==> src/rtl/usr_pkg.sv <==
`default_nettype none
// ============================================================================
//  Module   : usr_pkg
//  Brief    : Mode codes and serialiser state encoding for universal_shift_reg.
//  Revision : 1.0 - initial release
// ============================================================================
package usr_pkg;

    localparam logic [2:0] MODE_HOLD  = 3'b000;
    localparam logic [2:0] MODE_LOAD  = 3'b001;
    localparam logic [2:0] MODE_SHL   = 3'b010;
    localparam logic [2:0] MODE_SHR   = 3'b011;
    localparam logic [2:0] MODE_ROTL  = 3'b100;
    localparam logic [2:0] MODE_ROTR  = 3'b101;
    localparam logic [2:0] MODE_RSVD  = 3'b110;
    localparam logic [2:0] MODE_CLEAR = 3'b111;

    localparam logic [0:0] ST_IDLE  = 1'b0;
    localparam logic [0:0] ST_SHIFT = 1'b1;

endpackage : usr_pkg
`default_nettype wire

==> src/rtl/usr_serial_ctrl.sv <==
`default_nettype none
// ============================================================================
//  Module   : usr_serial_ctrl
//  Brief    : Serialiser sequencer: IDLE/SHIFT FSM with bit counter, emitting
//             load/shift enables and registered busy/done flags.
//  Revision : 1.0 - initial release
// ============================================================================
module usr_serial_ctrl
    import usr_pkg::*;
#(
    parameter int N = 4
) (
    input  logic i_clk,
    input  logic i_rst,
    input  logic i_start,
    output logic o_shift_en,
    output logic o_load_en,
    output logic o_busy,
    output logic o_done
);

    localparam int CNT_W = $clog2(N);
    localparam logic [CNT_W-1:0] c_cnt_last = CNT_W'(N - 1);

    logic [0:0]       r_state;
    logic [0:0]       w_state_nxt;
    logic [CNT_W-1:0] r_cnt;
    logic [CNT_W-1:0] w_cnt_nxt;
    logic             r_done;

    always_comb begin
        w_state_nxt = r_state;
        w_cnt_nxt   = r_cnt;
        if (r_state == ST_IDLE) begin
            if (i_start) begin
                w_state_nxt = ST_SHIFT;
                w_cnt_nxt   = '0;
            end
        end else begin
            if (r_cnt == c_cnt_last) begin
                w_state_nxt = ST_IDLE;
                w_cnt_nxt   = '0;
            end else begin
                w_cnt_nxt = r_cnt + CNT_W'(1);
            end
        end
    end

    // done is decoded one cycle early so it arrives as a flop output
    always_ff @(posedge i_clk or posedge i_rst) begin
        if (i_rst) begin
            r_state <= ST_IDLE;
            r_cnt   <= '0;
            r_done  <= 1'b0;
        end else begin
            r_state <= w_state_nxt;
            r_cnt   <= w_cnt_nxt;
            r_done  <= (w_state_nxt == ST_SHIFT) && (w_cnt_nxt == c_cnt_last);
        end
    end

    assign o_busy     = (r_state == ST_SHIFT);
    assign o_done     = r_done;
    assign o_shift_en = (r_state == ST_SHIFT);
    assign o_load_en  = (r_state == ST_IDLE) && i_start;

endmodule : usr_serial_ctrl
`default_nettype wire

==> src/rtl/universal_shift_reg.sv <==
`default_nettype none
// ============================================================================
//  Module   : universal_shift_reg
//  Brief    : N-bit universal register (load/shift/rotate/clear) with an
//             autonomous MSB-first full-duplex serialiser.
//             Optional even-parity output enabled by `define USR_PARITY_EN.
//  Revision : 1.0 - initial release
// ============================================================================
module universal_shift_reg
    import usr_pkg::*;
#(
    parameter int N = 4
) (
    input  logic         i_clk,
    input  logic         i_rst,
    input  logic [2:0]   i_mode,
    input  logic         i_start,
    input  logic [N-1:0] i_parallel_in,
    input  logic         i_serial_in,
    output logic [N-1:0] o_parallel_out,
    output logic         o_serial_msb,
    output logic         o_serial_lsb,
    output logic         o_busy,
    output logic         o_done
`ifdef USR_PARITY_EN
    ,
    output logic         o_parity
`endif
);

    logic [N-1:0] r_reg;
    logic [N-1:0] w_reg_nxt;
    logic         w_shift_en;
    logic         w_load_en;

    usr_serial_ctrl #(
        .N (N)
    ) u_ctrl (
        .i_clk      (i_clk),
        .i_rst      (i_rst),
        .i_start    (i_start),
        .o_shift_en (w_shift_en),
        .o_load_en  (w_load_en),
        .o_busy     (o_busy),
        .o_done     (o_done)
    );

    // Serialiser owns the register while active; manual modes only act when idle
    always_comb begin
        w_reg_nxt = r_reg;
        if (w_shift_en) begin
            w_reg_nxt = {r_reg[N-2:0], i_serial_in};
        end else if (w_load_en) begin
            w_reg_nxt = i_parallel_in;
        end else begin
            case (i_mode)
                MODE_LOAD:  w_reg_nxt = i_parallel_in;
                MODE_SHL:   w_reg_nxt = {r_reg[N-2:0], i_serial_in};
                MODE_SHR:   w_reg_nxt = {i_serial_in, r_reg[N-1:1]};
                MODE_ROTL:  w_reg_nxt = {r_reg[N-2:0], r_reg[N-1]};
                MODE_ROTR:  w_reg_nxt = {r_reg[0], r_reg[N-1:1]};
                MODE_CLEAR: w_reg_nxt = '0;
                default:    w_reg_nxt = r_reg;
            endcase
        end
    end

    always_ff @(posedge i_clk or posedge i_rst) begin
        if (i_rst) begin
            r_reg <= '0;
        end else begin
            r_reg <= w_reg_nxt;
        end
    end

    assign o_parallel_out = r_reg;
    assign o_serial_msb   = r_reg[N-1];
    assign o_serial_lsb   = r_reg[0];

`ifdef USR_PARITY_EN
    assign o_parity = ^r_reg;
`endif

endmodule : universal_shift_reg
`default_nettype wire

==> config.mk <==
export PLATFORM = sky130hd
export DESIGN_NAME = universal_shift_reg
export DESIGN_NICKNAME = d
export VERILOG_FILES = /design/src/rtl/usr_pkg.sv /design/src/rtl/usr_serial_ctrl.sv /design/src/rtl/universal_shift_reg.sv
export SDC_FILE = /design/constraint.sdc
export NUM_CORES = 1
export LEC_CHECK = 0
export ABC_AREA = 1
export CORE_MARGIN = 4
export CORE_UTILIZATION = 40
export CTS_BUF_LIST = sky130_fd_sc_hd__clkbuf_8
export DETAILED_ROUTE_END_ITERATION = 6
export GPL_TIMING_DRIVEN = 0
export PLACE_DENSITY = 0.82
export SETUP_SLACK_MARGIN = 0.02
export SLEW_MARGIN = 20
export SYNTH_ARGS = -nofsm -noshare
export SYNTH_HDL_FRONTEND = slang
export SYNTH_HIERARCHICAL = 1
export SYNTH_SLANG_ARGS = --single-unit
==> constraint.sdc <==
create_clock -name i_clk -period 1.61 [get_ports i_clk]
set_input_delay 0.322 -clock i_clk [delete_from_list [all_inputs] [get_ports i_clk]]
set_output_delay 0.322 -clock i_clk [all_outputs]
set_load 0.005 [all_outputs]
==> results.sh, run 1 <==
export IMPL_status="finished clean"
export IMPL_crit_path_start_kind="flop"
export IMPL_fillCellCount=125
export IMPL_layout_drive_gt1_share=0.193
export IMPL_routabilityCongestion=0.921
export IMPL_yosys_top_cells_count="nand2_1 (27), inv_1 (12), dfrtp_1 (8)"
export IMPL_first_pass_iters=4
export IMPL_finalHoldViolCount=0
export IMPL_final_setup_viol_count=0
export IMPL_power_switching_mw=0.528
export IMPL_vias=645
export IMPL_fin_nets=128
export IMPL_port_buffers=17
export IMPL_drv_cap=0
export IMPL_syn_num_nets=104
export IMPL_avgRoutedWirePerCell_um=11.4
export IMPL_seq_power_share=0.283
export IMPL_ys_flop_type="dfrtp_1"
export IMPL_max_slew_margin_rel=0.824
export IMPL_worst_pin_slew_ns=0.263
export IMPL_slew_violations=0
export IMPL_dieArea_um2=2230
export IMPL_synthArstFlopShare=1.00
export IMPL_clock_fmax_ghz=0.649
export IMPL_grt_max_degree=10
export IMPL_critPathArrivalTime_ns=1.22
export IMPL_die_w_um=47.2
export IMPL_cellPowerDensity_nw_per_um2=1660
export IMPL_synth_cell_types=18
export IMPL_met1_usage=0.167
export IMPL_n_antenna_cell=0
export IMPL_core_um2=1370
export IMPL_antenna_left=0
export IMPL_synth_seq_cells=8
export IMPL_clkPwrFrac=0.163
export IMPL_use_met3=0.0307
export IMPL_ys_seq_area_frac=0.326
export IMPL_synth_area_um2=614
export IMPL_intPower_mw=0.898
export IMPL_htree_levels=1
export IMPL_cts_tree="done"
export IMPL_grt_usage=0.147
export IMPL_grt_pass1_wl_um=2280
export IMPL_layoutNonFillerInstCount=129
export IMPL_seq_area_um2=201
export IMPL_combPwrFrac=0.555
export IMPL_numClockSinks=8
export IMPL_wl_um=1470
export IMPL_switching_share=0.370
export IMPL_worstPathCellList="buf_4 -> clkdlybuf4s50_1"
export IMPL_syn_inst=92
export IMPL_vdd_drop_max_mv=0.932
export IMPL_required_ns=1.29
export IMPL_antenna_found_initial=0
export IMPL_worstSetupPathType="reg2out"
export IMPL_timing_final_crit_period_ns=1.54
export IMPL_start_util=0.450
export IMPL_met2_usage=0.257
export IMPL_path_clk_slew_ns=0.04
export IMPL_cts_root_buffer="clkbuf_8"
export IMPL_multi_input_area_um2=314
export IMPL_p_leak_nw=0.450
export IMPL_path_max_fanout=3
export IMPL_vias_per_cell=5.00
export IMPL_cts_max_path_buffers=2
export IMPL_hold_ws_ns=0.305
export IMPL_drc=0
export IMPL_finalCritPeriodShare=0.957
export IMPL_yosys_warnings=6
export IMPL_cts_buffers_inserted=3
export IMPL_clock_latency_ns=0.22
export IMPL_grt_pass1_vias=587
export IMPL_dp_hpwl_um=1100
export IMPL_holdCritPathClass="in2async"
export IMPL_synth_avg_cell_area_um2=6.68
export IMPL_die_y_um=47.2
export IMPL_synth_edff_count=0
export IMPL_slowest_stage="clkdlybuf4s50_1"
export IMPL_placed_cells=124
export IMPL_worst_setup_path_end_kind="primary output"
export IMPL_slowest_delay_ns=0.48
export IMPL_synth_area_leaders="dfrtp_1 (33%), nand2_1 (16%), inv_1 (7.3%)"
export IMPL_rows=13
export IMPL_drt_initial_drc_count=16
export IMPL_synth_top_area_frac=0.326
export IMPL_grt_overflow_total=0
export IMPL_fin_worst_skew_ns=0.00140
export IMPL_synth_most_common_cell="nand2_1"
export IMPL_syn_to_final_growth_pct=40.1
export IMPL_yosys_area_top_type="dfrtp_1"
export IMPL_busiest_layer="met2"
export IMPL_ctsHoldBuffers=0
export IMPL_io_pins=19
## per-stage QoR
| stage | setup TNS [ns] | utilization | setup slack (ns) | power (mW) | cell area [µm²] |
|---|---|---|---|---|---|
| 6_report | 0 | 0.630 | 0.0699 | 1.43 | 861 |
| 3_3_place_gp | -0.142 | 0.588 | -0.0435 | 1.12 | 803 |
| 4_1_cts | 0 | 0.624 | 0.0327 | 1.41 | 852 |
| 2_1_floorplan | 0 | - | 0.318 | 0.832 | 614 |
| 3_5_place_dp | -0.321 | 0.588 | -0.0892 | 1.15 | 803 |
| 5_1_grt | -0.00218 | 0.630 | -0.00218 | 1.56 | 861 |
## per-layer routing
metal / vias up / wire length [µm]
met5: - / 0
met4: 0 / 0
met3: 0 / 106
met2: 21 / 764
met1: 297 / 600
li1: 327 / -
## sequential cells by signal (all words and copies together) (netlist names)
name / flops
o_parallel_out: 4
u_ctrl/o_busy: 1
u_ctrl/o_done: 1
u_ctrl/r_cnt: 2
## placed cells by master (no fill, tap or decap)
cell type	netlist	routed
a21oi_1	6	6
buf_4	4	6
buf_6	1	1
clkbuf_8	0	3
clkdlybuf4s50_1	0	17
dfrtp_1	8	7
dfrtp_2	0	1
ha_1	1	1
inv_1	12	12
inv_2	2	2
inv_4	1	1
nand2_1	27	27
nand2_2	4	4
nand2_4	1	1
nand3_1	7	7
nand3_2	2	2
nand4_1	2	2
nor2_1	7	7
nor3_2	1	1
o21ai_0	2	2
o21ai_1	4	4
## cells by family after synthesis
kind of cell,after synthesis,share of synthesized area
adders and majority gates,1,0.0204
buffers and inverters,20,0.163
AOI/OAI and AO/OA,12,0.0978
DFF,8,0.326
and+or+nand+nor,51,0.393
## power groups by stage
stage | Sequential, mW | Combinational (mW) | Clock, mW
after CTS | 0.400 | 0.765 | 0.244
after floorplan | 0.395 | 0.438 | 0
after global placement | 0.404 | 0.718 | 0
after detailed placement | 0.409 | 0.737 | 0
after global routing | 0.417 | 0.888 | 0.255
final | 0.403 | 0.791 | 0.232
## critical path: cells and delay by family (launching register included)
kind / cells / cell delay, ns
buffers and inverters: 2 / 0.60
DFF: 1 / 0.39
## repair_timing
| action | CTS | global route |
|---|---|---|
| setup endpoints to repair | 1 | 2 |
| endpoints found under the hold margin | 0 | 0 |
| buffers inserted | 1 | 1 |
| resized for setup | 0 | 1 |
## layout make-up
class,count,area share
Multi-Input combinational cell,64,0.365
Tap cell,15,0.0218
Sequential cell,8,0.234
Buffer,5,0.0480
Inverter,15,0.0683
Timing Repair Buffer,19,0.215
Clock buffer,3,0.0480
## path summary, 6_finish.rpt
kind                       depth (start not counted)           endpoint         startpoint  slack [ns]
setup / recovery                                   2  o_parallel_out[3]  o_parallel_out[3]        0.07
hold / removal                                     2  o_parallel_out[2]              i_rst        0.31
setup reg to reg                                   8  o_parallel_out[1]      u_ctrl/o_busy        0.18
hold reg to reg                                    2    u_ctrl/r_cnt[1]    u_ctrl/r_cnt[1]        0.49
max in group asynchronous                          2      u_ctrl/o_busy              i_rst        1.14
min in group i_clk                                 2    u_ctrl/r_cnt[1]    u_ctrl/r_cnt[1]        0.49
No activity file was read; power rests on OpenSTA's default activity.
==> run 2, diff against run 1 <==
ABC_CLOCK_PERIOD_IN_PS = 1610   (was unset)
==> results of run 2 <==
The final DEF is identical to that of run 1; final timing and power are the same.
==> run 3, diff against run 2 <==
==> constraint.sdc (replaced) <==
create_clock -name i_clk -period 1.61 [get_ports i_clk]
set_input_delay 0.322 -clock i_clk [delete_from_list [all_inputs] [get_ports i_clk]]
set_output_delay 0.322 -clock i_clk [all_outputs]
set_load 0.01 [all_outputs]
==> results.sh, run 3 (same netlist as run 1, synthesis figures left out) <==
export IMPL_rows=13
export IMPL_placed_cells=124
export IMPL_routabilityCongestion=0.921
export IMPL_timing_final_crit_period_ns=1.55
export IMPL_antenna_found_initial=0
export IMPL_syn_to_final_growth_pct=41.3
export IMPL_ctsHoldBuffers=0
export IMPL_required_ns=1.29
export IMPL_grt_pass1_wl_um=2330
export IMPL_wl_um=1480
export IMPL_vias=651
export IMPL_grt_pass1_vias=607
export IMPL_holdCritPathClass="in2async"
export IMPL_cts_root_buffer="clkbuf_8"
export IMPL_drt_initial_drc_count=16
export IMPL_crit_path_start_kind="flop"
export IMPL_die_w_um=47.2
export IMPL_worstPathCellList="buf_4 -> clkdlybuf4s50_1"
export IMPL_worst_pin_slew_ns=0.265
export IMPL_finalCritPeriodShare=0.964
export IMPL_clock_fmax_ghz=0.644
export IMPL_finalHoldViolCount=0
export IMPL_cts_buffers_inserted=3
export IMPL_critPathArrivalTime_ns=1.23
export IMPL_mostFrequentLayoutCells="nand2_1 (27), clkdlybuf4s50_1 (17), inv_1 (12)"
export IMPL_avgRoutedWirePerCell_um=11.4
export IMPL_path_clk_slew_ns=0.04
export IMPL_largest_reg_flops=4
export IMPL_power_total_mw=1.49
export IMPL_core_um2=1370
export IMPL_setup_tns_ns=0
export IMPL_htree_levels=1
export IMPL_fin_nets=129
export IMPL_cellPowerDensity_nw_per_um2=1710
export IMPL_final_common_cell="nand2_1"
export IMPL_dp_slack_ns=-0.0892
export IMPL_fin_worst_skew_ns=0.00140
export IMPL_die_y_um=47.2
export IMPL_clock_latency_ns=0.22
export IMPL_worstSetupPathType="reg2out"
export IMPL_grt_overflow_total=0
export IMPL_port_buffers=17
export IMPL_slew_violations=0
export IMPL_dieArea_um2=2230
export IMPL_layout_drive_gt1_share=0.200
export IMPL_place_area_um2=803
export IMPL_drc=0
export IMPL_path_max_fanout=3
export IMPL_vias_per_cell=5.01
export IMPL_worst_setup_path_end_kind="primary output"
export IMPL_fin_area_um2=868
export IMPL_start_util=0.450
export IMPL_cts_tree="done"
export IMPL_slowest_delay_ns=0.52
export IMPL_numClockSinks=8
export IMPL_timing_final_ws_setup_ns=0.0574
export IMPL_status="finished clean"
export IMPL_slowest_stage="clkdlybuf4s50_1"
export IMPL_dp_hpwl_um=1100
export IMPL_grt_usage=0.150
export IMPL_first_pass_iters=4
export IMPL_n_antenna_cell=0
export IMPL_grt_max_degree=10
export IMPL_max_slew_margin_rel=0.822
export IMPL_p_leak_nw=0.455
export IMPL_antenna_left=0
export IMPL_vdd_drop_max_mv=0.948
export IMPL_drv_cap=0
export IMPL_io_pins=19
export IMPL_final_setup_viol_count=0
export IMPL_cts_max_path_buffers=2
export IMPL_layoutNonFillerInstCount=130
## run 3: what timing repair did
item	4_1_cts	5_1_grt
gates resized for setup	1	0
endpoints found under the setup margin	3	1
pin swaps	0	0
buffers inserted	2	1
## run 3: power breakdown
group	switching [mW]	internal (mW)	total (mW)	leakage (nW)
Combinational	0.409	0.449	0.858	0.339
Clock	0.0705	0.161	0.232	0.0216
Sequential	0.0918	0.305	0.397	0.0946
## run 3: final timing paths
path                                   start  cells past startpoint  slack, ns                end
max                        o_parallel_out[3]                      2       0.06  o_parallel_out[3]
min                                    i_rst                      2       0.30  o_parallel_out[2]
max reg2reg                    u_ctrl/o_busy                      8       0.18  o_parallel_out[1]
min reg2reg                  u_ctrl/r_cnt[1]                      2       0.49    u_ctrl/r_cnt[1]
max in group asynchronous              i_rst                      2       1.14      u_ctrl/o_busy
min in group i_clk           u_ctrl/r_cnt[1]                      2       0.49    u_ctrl/r_cnt[1]
## run 3: per-stage QoR
step | hold slack, ns | utilization
after floorplan | 0.0881 | -
final | 0.305 | 0.636
after detailed placement | 0.474 | 0.588
after global placement | 0.459 | 0.588
after global routing | 0.335 | 0.636
after CTS | 0.308 | 0.630
## run 3: layer usage
layer / global-route usage / routed length, µm / vias to the layer above / share of wire
met2: 0.268 / 765 / 24 / 0.52
met3: 0.0307 / 116 / 0 / 0.078
met1: 0.167 / 601 / 298 / 0.41
met5: 0 / 0 / - / 0
met4: 0.0718 / 0 / 0 / 0
li1: - / - / 329 / -
## run 3: area by class of cell
| cell class | instances | area (µm²) |
|---|---|---|
| inverters | 15 | 58.8 |
| fillers | 125 | 498 |
| well taps | 15 | 18.8 |
| multi-input cells | 64 | 314 |
| plain buffers | 5 | 41.3 |
| repair buffers | 20 | 193 |
| flip-flops and latches | 8 | 201 |
| clock buffers | 3 | 41.3 |
## run 3: critical path, delay by kind of cell (launching register included)
family   cells  cell delay, ns
flops        1            0.37
buf+inv      2            0.64
